**config.mk**
```make
export PLATFORM = sky130hd
export DESIGN_NAME = keypad_scanner_flat
export DESIGN_NICKNAME = d
export VERILOG_FILES = /design/src/rtl/calc_pkg.sv /design/src/rtl/keypad_scanner_if.sv /design/src/rtl/sync_2ff.sv /design/src/rtl/keypad_scanner.sv /design/src/flat_wrapper.sv
export SDC_FILE = /design/constraint.sdc
export NUM_CORES = 1
export LEC_CHECK = 0
export ABC_AREA = 1
export ABC_CLOCK_PERIOD_IN_PS = 16700
export BUFFER_PORTS_ARGS = -buffer_cell sky130_fd_sc_hd__clkbuf_2
export CAP_MARGIN = 20
export CORE_ASPECT_RATIO = 1.5
export CORE_MARGIN = 1
export CORE_UTILIZATION = 23
export CTS_BUF_LIST = sky130_fd_sc_hd__clkbuf_8
export DETAILED_ROUTE_END_ITERATION = 7
export SYNTH_ARGS = -nofsm -noshare
export SYNTH_HDL_FRONTEND = slang
export SYNTH_SLANG_ARGS = --single-unit
export TNS_END_PERCENT = 50
```
**constraint.sdc**
```tcl
create_clock -name clk -period 16.7 [get_ports clk]
set_input_delay 3.34 -clock clk [delete_from_list [all_inputs] [get_ports clk]]
set_output_delay 3.34 -clock clk [all_outputs]
set_load 0.005 [all_outputs]
```
**src/rtl/calc_pkg.sv**
```systemverilog
// calc_pkg: key codes, keypad map and scanner FSM states shared by the calculator blocks.
package calc_pkg;
   typedef enum logic [1:0] {IDLE, DEBOUNCE, PRESSED, RELEASE} state_t;
   localparam logic [3:0] KEY_0 = 4'h0, KEY_1 = 4'h1, KEY_2 = 4'h2, KEY_3 = 4'h3,
                          KEY_4 = 4'h4, KEY_5 = 4'h5, KEY_6 = 4'h6, KEY_7 = 4'h7,
                          KEY_8 = 4'h8, KEY_9 = 4'h9, KEY_A = 4'hA, KEY_B = 4'hB,
                          KEY_C = 4'hC, KEY_D = 4'hD, KEY_E = 4'hE, KEY_F = 4'hF;
   // Entry {row,col} sits at nibble row*4+col; listed from row 3/col 3 down to row 0/col 0.
   localparam logic [63:0] KEY_MAP = {KEY_D, KEY_E, KEY_F, KEY_0, KEY_C, KEY_9, KEY_8, KEY_7,
                                      KEY_B, KEY_6, KEY_5, KEY_4, KEY_A, KEY_3, KEY_2, KEY_1};
   function automatic logic [3:0] key_map(input logic [1:0] row, input logic [1:0] col);
      return KEY_MAP[{row, col, 2'b00} +: 4];
   endfunction
endpackage

```
**src/rtl/keypad_scanner_if.sv**
```systemverilog
// keypad_scanner_if: keypad pins plus the key event outputs toward the calculator core.
interface keypad_scanner_if;
   logic [3:0] row_n;
   logic [3:0] col_n;
   logic [3:0] key_code;
   logic       key_valid;
   logic       key_held;
   modport master(input row_n, output col_n, key_code, key_valid, key_held);
   modport slave(output row_n, input col_n, key_code, key_valid, key_held);
endinterface

```
**src/rtl/sync_2ff.sv**
```systemverilog
// sync_2ff: two-flop synchroniser for asynchronous board inputs, resets to all ones.
module sync_2ff #(
   parameter int W = 4
) (
   input  logic         clk,
   input  logic         clr,
   input  logic [W-1:0] d,
   output logic [W-1:0] q
);
   logic [W-1:0] meta;
   always_ff @(posedge clk) begin
      if (clr) begin
         meta <= '1;
         q    <= '1;
      end else begin
         meta <= d;
         q    <= meta;
      end
   end
endmodule

```
**src/rtl/keypad_scanner.sv**
```systemverilog
// keypad_scanner: walks an active-low column strobe over a 4x4 keypad, builds a scan image,
// debounces whole scans and reports one key code per accepted press.
module keypad_scanner
   import calc_pkg::*;
#(
   parameter int SCAN_DIV       = 50000,
   parameter int DEBOUNCE_SCANS = 4
) (
   input logic               clk,
   input logic               clr,
   keypad_scanner_if.master  kp
);
   localparam int DW = $clog2(SCAN_DIV);
   localparam int CW = $clog2(DEBOUNCE_SCANS + 1);
   logic [DW-1:0] div;
   logic [1:0]    col;
   logic [3:0]    rows;
   logic [15:0]   image, img_n;
   logic [3:0]    k;
   logic          term, scan_end, none, single;
   state_t        state, state_n;
   logic [3:0]    cand, cand_n, code, code_n;
   logic [CW-1:0] cnt, cnt_n, cnt_inc;
   logic          valid, valid_n, held, held_n;
   sync_2ff #(.W(4)) u_sync (.clk(clk), .clr(clr), .d(kp.row_n), .q(rows));
   assign term     = div == DW'(SCAN_DIV - 1);
   assign scan_end = term && col == 2'd3;
   assign kp.col_n = ~(4'b0001 << col);
   assign kp.key_code  = code;
   assign kp.key_valid = valid;
   assign kp.key_held  = held;
   // Classification looks at the image including the sample taken this very cycle.
   always_comb begin
      img_n = image;
      k = '0;
      for (int r = 0; r < 4; r++) if (term && !rows[r]) img_n[{r[1:0], col}] = 1'b1;
      for (int i = 0; i < 16; i++) if (img_n[i]) k = key_map(i[3:2], i[1:0]);
   end
   assign none    = img_n == '0;
   assign single  = $onehot(img_n);
   assign cnt_inc = (cnt == CW'(DEBOUNCE_SCANS)) ? cnt : cnt + CW'(1);
   always_comb begin
      state_n = state;
      cand_n  = cand;
      cnt_n   = cnt;
      code_n  = code;
      valid_n = 1'b0;
      held_n  = held;
      if (scan_end) begin
         case (state)
            IDLE: if (single) begin
               cand_n  = k;
               cnt_n   = CW'(1);
               state_n = DEBOUNCE;
            end
            DEBOUNCE: if (single && k == cand) begin
               cnt_n = cnt_inc;
               if (cnt_inc == CW'(DEBOUNCE_SCANS)) begin
                  code_n  = cand;
                  valid_n = 1'b1;
                  held_n  = 1'b1;
                  state_n = PRESSED;
               end
            end else if (single) begin
               cand_n = k;
               cnt_n  = CW'(1);
            end else state_n = IDLE;
            PRESSED: if (none) begin
               cnt_n   = CW'(1);
               state_n = RELEASE;
            end
            RELEASE: if (none) begin
               cnt_n = cnt_inc;
               if (cnt_inc == CW'(DEBOUNCE_SCANS)) begin
                  held_n  = 1'b0;
                  state_n = IDLE;
               end
            end else state_n = PRESSED;
            default: state_n = IDLE;
         endcase
      end
   end
   always_ff @(posedge clk) begin
      if (clr) begin
         div   <= '0;
         col   <= '0;
         image <= '0;
         state <= IDLE;
         cand  <= '0;
         cnt   <= '0;
         code  <= '0;
         valid <= 1'b0;
         held  <= 1'b0;
      end else begin
         div   <= term ? '0 : div + DW'(1);
         col   <= term ? col + 2'd1 : col;
         image <= scan_end ? '0 : img_n;
         state <= state_n;
         cand  <= cand_n;
         cnt   <= cnt_n;
         code  <= code_n;
         valid <= valid_n;
         held  <= held_n;
      end
   end
endmodule

```
**src/flat_wrapper.sv**
```systemverilog
// flat-port wrapper written by rule: the top's interface ports become plain ports
module keypad_scanner_flat import calc_pkg::*;
#(
   parameter int SCAN_DIV       = 50000,
   parameter int DEBOUNCE_SCANS = 4
)
  (clk, clr, kp_row_n, kp_col_n, kp_key_code, kp_key_valid, kp_key_held);
  keypad_scanner_if kp_i ();
  input logic clk;
  input logic clr;
  input wire logic [$bits(kp_i.row_n)-1:0] kp_row_n;
  output wire logic [$bits(kp_i.col_n)-1:0] kp_col_n;
  output wire logic [$bits(kp_i.key_code)-1:0] kp_key_code;
  output wire logic [$bits(kp_i.key_valid)-1:0] kp_key_valid;
  output wire logic [$bits(kp_i.key_held)-1:0] kp_key_held;
  assign kp_i.row_n = kp_row_n;
  assign kp_col_n = kp_i.col_n;
  assign kp_key_code = kp_i.key_code;
  assign kp_key_valid = kp_i.key_valid;
  assign kp_key_held = kp_i.key_held;
  keypad_scanner #(.SCAN_DIV(SCAN_DIV), .DEBOUNCE_SCANS(DEBOUNCE_SCANS)) u_core (.clk(clk), .clr(clr), .kp(kp_i));
endmodule
```
### Word level (Yosys, flattened, before mapping)

Cells that the tools add are included.

| cells by class | value |
|---|---|
| $add $sub $neg | 18 |
| order comparisons | 8 |
| equal/unequal tests | 19 |
| shift-type cells | 1 |
| mux-type cells | 51 |
| bitwise operators | 8 |
| reduce and logical (&&, ||, !) cells | 26 |

Operators with widths:

| cell | number |
|---|---|
| 16-bit 2-to-1 mux | 4 |
| 4-bit 2-to-1 mux | 15 |
| 5-bit adder | 7 |
| 2-bit 2-to-1 mux | 9 |
| 1-bit by 1-bit adder with 2-bit output | 8 |
| 16-bit by 1-bit adder with 16-bit output, second input constant | 1 |
| 16-bit equality test, second input constant | 1 |
| 16-bit zero test | 1 |
| 16-bit by 12-bit bitwise OR with 16-bit output | 1 |
| 16-bit bitwise OR | 1 |
| 16-bit by 4-bit bitwise OR with 16-bit output | 1 |
| 16-bit by 8-bit bitwise OR with 16-bit output | 1 |
| 3-bit 2-to-1 mux | 5 |
| 2-bit by 1-bit inequality test with 1-bit output, second input constant | 6 |
| 3-bit one-hot mux with 4 select lines | 1 |
| 6-bit AND reduction | 2 |
| 1-bit logical AND | 10 |
| 4-bit by 5-bit < comparator with 1-bit output, second input constant | 2 |
| 1-bit 2-to-1 mux | 10 |
| 3-bit inequality test, second input constant | 3 |
| 1-bit demux with 2-bit select | 4 |
| 4-bit by 1-bit greater-or-equal comparator with 1-bit output, second input constant | 2 |
| 2-bit one-hot mux with 4 select lines | 1 |
| 4-bit one-hot mux with 2 select lines | 1 |
| other kinds (23) | 34 |

| word-level totals | value |
|---|---|
| flip-flop bits (word level) | 57 |
| input port bits | 6 |
| output and inout port bits | 10 |

### Depth between registers and ports, before layout

| depth | value |
|---|---|
| word-level depth | 32 |
| mapped depth | 30 |
| gate-level depth less buffers | 30 |

### By module

A second synthesis with hierarchy kept.

| second synthesis, totals | value |
|---|---|
| cells, all modules | 454 |
| area total of the unflattened synthesis | 3275.6 µm² |

Modules (own cells, without submodules):

| module | instances | cells an instance | area an instance (µm²) | seq. area each (µm²) |
|---|---|---|---|---|
| keypad_scanner | 1 | 429 | 3051.7 | 980.9 |
| sync_2ff | 1 | 25 | 224.0 | 160.2 |

### Worst setup path after synthesis

OpenSTA, ideal clock, no wires.

| path | value |
|---|---|
| path kind | register to register |
| start point | reg u_core.div[0] |
| end point | reg u_core.code[0] (netlist: u_core.kp.key_code[0]) |
| arrival time | 5.603 ns |
| data required time | 16.583 ns |
| setup slack | 10.980 ns |
| cell stages (with the launch flop) | 26 |
| period minus slack after synthesis | 5.720 ns |
| cell sequence | dfxtp_1 ha_1 nand3_2 nor2_4 nand2_4 nor2_4 a21oi_2 inv_1 ha_1 inv_1 fa_1 fa_1 fa_1 inv_1 fa_1 ha_1 fa_1 nand3b_1 nor3_1 nand3_2 nor2_4 nand3_4 inv_2 nand3_2 o21ai_0 nor2_1 |

| between the ends | value |
|---|---|
| elaborated cells between the ends (all ways) | 48 |
| classes of those cells | add/sub: 15; eq/ne: 3; mux: 20; bitwise: 3; reduce/logical: 7 |

RTL lines:

| element | RTL line | text |
|---|---|---|
| from (decl) | keypad_scanner.sv:15 | `logic [DW-1:0] div;` |
| from (signal assigned) | keypad_scanner.sv:95 | `div <= term ? '0 : div + DW'(1);` |
| 16-bit equality test (*) | keypad_scanner.sv:26 | `assign term = div == DW'(SCAN_DIV - 1);` |
| 1-bit logical AND | keypad_scanner.sv:36 | `for (int r = 0; r < 4; r++) if (term && !rows[r]) img_n[{r[1:0], col}] = 1'b1;` |
| 16-bit 2-to-1 mux | keypad_scanner.sv:36 |  |
| 16-bit by 8-bit bitwise OR with 16-bit output (no source line) | - |  |
| 16-bit 2-to-1 mux | keypad_scanner.sv:36 |  |
| 16-bit by 12-bit bitwise OR with 16-bit output (no source line) | - |  |
| 16-bit 2-to-1 mux | keypad_scanner.sv:36 |  |
| 16-bit bitwise OR (no source line) | - |  |
| 16-bit 2-to-1 mux (*) | keypad_scanner.sv:36 |  |
| net u_core.img_n[15] | keypad_scanner.sv:18 | `logic [15:0] image, img_n;` |
| 1-bit by 1-bit adder with 2-bit output (implied by the code) | keypad_scanner.sv:40 | `assign single = $onehot(img_n);` |
| 5-bit adder (implied by the code) (3 in series) | keypad_scanner.sv:40 |  |
| 5-bit by 1-bit equality test with 1-bit output | keypad_scanner.sv:40 |  |
| 1-bit logical AND (*) | keypad_scanner.sv:56 | `DEBOUNCE: if (single && k == cand) begin` |
| 4-bit AND reduction (no source line) (*) | - |  |
| to (signal assigned) | keypad_scanner.sv:101 | `code <= code_n;` |
| to (decl) | keypad_scanner.sv:22 | `logic [3:0] cand, cand_n, code, code_n;` |

The timed path passes the listed nets; every way through them passes the cells marked *.
A chain may end at the register's enable or synchronous reset.

### Worst setup path in the final report

| path | value |
|---|---|
| start point | reg u_core.div[0] |
| end point | reg u_core.code[0] (netlist: u_core.kp.key_code[0]) |

| between the ends | value |
|---|---|
| elaborated cells between the ends (all ways) | 48 |
| classes of those cells | add/sub: 15; eq/ne: 3; mux: 20; bitwise: 3; reduce/logical: 7 |

RTL lines:

| element | RTL line |
|---|---|
| 16-bit equality test (*) | keypad_scanner.sv:26 |
| 1-bit logical AND | keypad_scanner.sv:36 |
| 16-bit 2-to-1 mux | keypad_scanner.sv:36 |
| 16-bit by 8-bit bitwise OR with 16-bit output (no source line) | - |
| 16-bit 2-to-1 mux | keypad_scanner.sv:36 |
| 16-bit by 12-bit bitwise OR with 16-bit output (no source line) | - |
| 16-bit 2-to-1 mux | keypad_scanner.sv:36 |
| 16-bit bitwise OR (no source line) | - |
| 16-bit 2-to-1 mux (*) | keypad_scanner.sv:36 |
| net u_core.img_n[4] | keypad_scanner.sv:18 |
| branches (longest 13 deep; another with 5-bit adder) | - |
| 1-bit logical AND (*) | keypad_scanner.sv:56 |
| 4-bit AND reduction (no source line) (*) | - |

Mark *: on every way through the listed nets, which the timed path passes.

==> run_results.csv <==
group,metric,value,unit
status,status,"finished clean",
worst_hold_path,whs_endpoint,"u_core.u_sync.q[2]$_SDFF_PP1_",
critical_path,reg2reg_slack,10.50,ns
sta,setup_ws,10.50,ns
synthesis,yosys_warnings,0,
power_and_ir_drop,power.total,282,µW
place,place_area,3990,µm²
place,place_congestion,0.827,
critical_path,ff2ff_path_depth,23,
clocking,cts_resized,0,
sta,setup_viol,0,
floorplan,io_pins,16,
place,port_buffers,15,
sta,period_share,0.371,
final_layout,diodes,0,
detailed_routing,drt-total-wl,7.76,mm
detailed_routing,dr_total_vias,2982,
critical_path,critPathLaunchType,"flop",
detailed_routing,drcViolationCount,0,
clocking,cts_num_sinks,57,
grt,antenna_found_initial,0,
final_layout,seq_area,1140,µm²
clocking,htree_levels,3,
floorplan,core.rowCount,56,
sta,whs,0.411,ns
clocking,cts.clk_slew.worst_paths,0.08,ns
sta,drv_slew,0,
floorplan,core_area,15600,µm²
grt,grt_pass1_vias,3006,
synthesis,ys_seq_area_frac,0.310,
worst_hold_path,min_from,"u_core.u_sync.meta[2]$_SDFF_PP1_",
final_layout,nets,561,
synthesis,synthesis.nets,538,
clocking,post_cts_buffers,0,
clocking,clock_latency,0.35,ns
floorplan,die_x,105,µm
power_and_ir_drop,ir_worst_vdd,0.0000427,V
final_layout,utilization,0.269,
clocking,cts_tree,"built",
sta,worst_pin_slew,0.784,ns
synthesis,synth_area,3680,µm²
detailed_routing,dr.pass1.iters,4,
clocking,root_buffer,"clkbuf_8",
grt,grt_overflow_total,0,
flow_run,maxCapViolCount,0,
place,dp_hpwl,6.40,mm
sta,fmax,161,MHz
place,dp_cells,707,
final_layout,instances_no_fill,723,
critical_path,critPathMaxFanout,6,
sta,fin_crit,6.20,ns
detailed_routing,avgViaCountPerCell,4.12,
grt,grt.total_usage,0.104,
synthesis,ys_types,38,
sta,slew_headroom,0.474,
sta,hold_viol_final,0,
sta,fin_skew,0.0117,ns
final_layout,drive_gt1_frac,0.167,
floorplan,start_util,0.235,
critical_path,critical_path.endpoint_type,"flop",
synthesis,syn_area_per_cell,7.47,µm²
clocking,cts_hold_buf,0,
sta,tns,0,ns
detailed_routing,drtAntennaViolNets,0,
power_and_ir_drop,power_density,67.1,nW/µm²
grt,grt_pass1_wl,13.4,mm
worst_hold_path,hold_path_class,"reg2reg",
clocking,numCtsBuffers,9,
final_layout,syn2layout_area_growth,14.4,%
grt,grt_max_degree,17,
critical_path,cp.required,16.95,ns
floorplan,die-height,157,µm
detailed_routing,first_iter_violations,85,
critical_path,r2r_end,"u_core.kp.key_code[0]$_SDFFE_PP0P_",
synthesis,ys_seq_elements,57,
critical_path,critical_path_class,"reg2reg",
synthesis,synthCells,492,
worst_hold_path,hold_depth,1,
floorplan,design.die.area,16500,µm²
place,pre_cts_ws,10.43,ns
detailed_routing,routedWlPerCell,10.7,µm
sta,rsz0062_at_grt,"no",
power_and_ir_drop,p_leak,1.92,nW
critical_path,r2r_start,"u_core.div[0]$_SDFF_PP0_",
clocking,clockBufferDepth,2,
final_layout,fin_area,4200,µm²
critical_path,arrival,6.45,ns
final_layout,multi_input_area,2170,µm²
final_layout,nFillCells,1703,
[state kept, by name (all words and copies together), names as in the netlist]
register / count
u_core.state: 2
u_core.col: 2
u_core.cand: 4
u_core.u_sync.meta: 4
u_core.kp.key_valid: 1
u_core.u_sync.q: 4
u_core.kp.key_code: 4
u_core.div: 16
u_core.cnt: 3
u_core.kp.key_held: 1
u_core.image: 16
[layout make-up]
type	count	area share
Inverter	93	0.0830
Clock buffer	10	0.0327
Clock inverter	6	0.0173
Timing Repair Buffer	15	0.0179
Sequential cell	57	0.271
Tap cell	203	0.0604
Multi-Input combinational cell	339	0.517
[cell families (layout without fill, tap and decap cells)]
| group | after synthesis | in the layout | synth area share |
|---|---|---|---|
| AO/OA/AOI/OAI | 51 | 51 | 0.0895 |
| XOR/XNOR | 4 | 4 | 0.00953 |
| adder cells (fa/ha/maj) | 40 | 40 | 0.159 |
| buffers and inverters | 96 | 124 | 0.0980 |
| flip-flops | 57 | 57 | 0.310 |
| AND/OR/NAND/NOR | 244 | 244 | 0.334 |
[synth_stat cells]
cell type / count / area (µm²)
a31oi_1: 1 / 6.26
nor2_4: 6 / 67.6
o21ai_1: 4 / 20.0
inv_2: 4 / 15.0
o21bai_2: 1 / 11.3
nor4_1: 5 / 31.3
nor2_2: 5 / 31.3
nor3b_1: 1 / 7.51
nand2_2: 6 / 37.5
nor3_4: 1 / 16.3
nor3_1: 8 / 40.0
clkbuf_1: 3 / 11.3
nand3_4: 1 / 17.5
o2111a_1: 1 / 11.3
nand3_1: 19 / 95.1
o21ai_2: 1 / 8.76
a211oi_1: 1 / 7.51
nand3b_1: 5 / 37.5
or2_2: 10 / 62.6
nand4_2: 1 / 12.5
o21ai_4: 1 / 16.3
a21oi_2: 4 / 35.0
a21oi_4: 1 / 16.3
nand2_1: 76 / 285
a21oi_1: 23 / 115
o21ai_0: 11 / 55.1
nand4_1: 10 / 62.6
nand3_2: 10 / 100
ha_1: 29 / 363
o21bai_4: 1 / 18.8
nand2_4: 3 / 33.8
o21a_1: 1 / 7.51
nor2_1: 77 / 289
fa_1: 11 / 220
xor2_1: 4 / 35.0
inv_1: 87 / 327
clkinv_1: 2 / 7.51
dfxtp_1: 57 / 1140
[metal layers]
metal / GRT usage / share of wire / vias up / routed length [µm]
met5: 0 / 0 / - / 0
met4: 0.0597 / 0.031 / 0 / 238
met3: 0.0229 / 0.022 / 14 / 169
met2: 0.205 / 0.55 / 27 / 4280
met1: 0.0958 / 0.40 / 1350 / 3070
li1: - / - / 1591 / -
[cell usage in the layout (no fill, tap or decap), types with 2 or more instances in the layout]
master / netlist / final
nand2_4: 3 / 3
nand3b_1: 5 / 5
nand4_1: 10 / 10
a21oi_1: 23 / 23
nand2_2: 6 / 6
clkbuf_2: 0 / 15
nand2_1: 76 / 76
o21ai_1: 4 / 4
a21oi_2: 4 / 4
xor2_1: 4 / 4
nand3_2: 10 / 10
inv_6: 0 / 3
or2_2: 10 / 10
nor4_1: 5 / 5
o21ai_0: 11 / 11
clkbuf_8: 0 / 10
nor2_4: 6 / 6
nand3_1: 19 / 19
clkinv_1: 2 / 2
inv_2: 4 / 4
nor2_2: 5 / 5
nor2_1: 77 / 77
dfxtp_1: 57 / 57
inv_1: 87 / 87
ha_1: 29 / 29
fa_1: 11 / 11
nor3_1: 8 / 8
[report_power, final]
| part | internal [mW] | leakage [nW] | switching [mW] |
|---|---|---|---|
| sequential | 0.137 | 0.462 | 0.000710 |
| clock | 0.0747 | 0.104 | 0.0637 |
| combinational | 0.00197 | 1.36 | 0.00373 |
| total | 0.214 | 1.92 | 0.0681 |
[worst max-delay path by stage]
stage,to,slack [ns],startpoint
6_report,u_core.kp.key_code[0]$_SDFFE_PP0P_,10.50,u_core.div[0]$_SDFF_PP0_
5_1_grt,u_core.kp.key_code[0]$_SDFFE_PP0P_,10.0,u_core.div[0]$_SDFF_PP0_
4_1_cts,u_core.kp.key_code[0]$_SDFFE_PP0P_,10.40,u_core.div[0]$_SDFF_PP0_
3_5_place_dp,u_core.kp.key_code[0]$_SDFFE_PP0P_,10.43,u_core.div[0]$_SDFF_PP0_
3_3_place_gp,u_core.kp.key_code[1]$_SDFFE_PP0P_,10.54,u_core.div[0]$_SDFF_PP0_
2_1_floorplan,u_core.kp.key_code[0]$_SDFFE_PP0P_,10.98,u_core.div[0]$_SDFF_PP0_
[worst max-delay path: stages (launching register included)]
cell,delay (ns)
dfxtp_1,0.36
ha_1,0.20
nand3_2,0.15
nor2_2,0.27
nand3_2,0.18
o21ai_1,0.22
ha_1,0.17
inv_1,0.05
fa_1,0.52
fa_1,0.52
fa_1,0.54
inv_1,0.05
fa_1,0.47
ha_1,0.24
fa_1,0.43
nand3b_1,0.17
nor3_1,0.65
nand3_2,0.18
nor2_4,0.19
nand3_4,0.13
inv_2,0.07
nand3_2,0.08
o21ai_0,0.18
nor2_1,0.06
(Power assumes the default switching activity.)
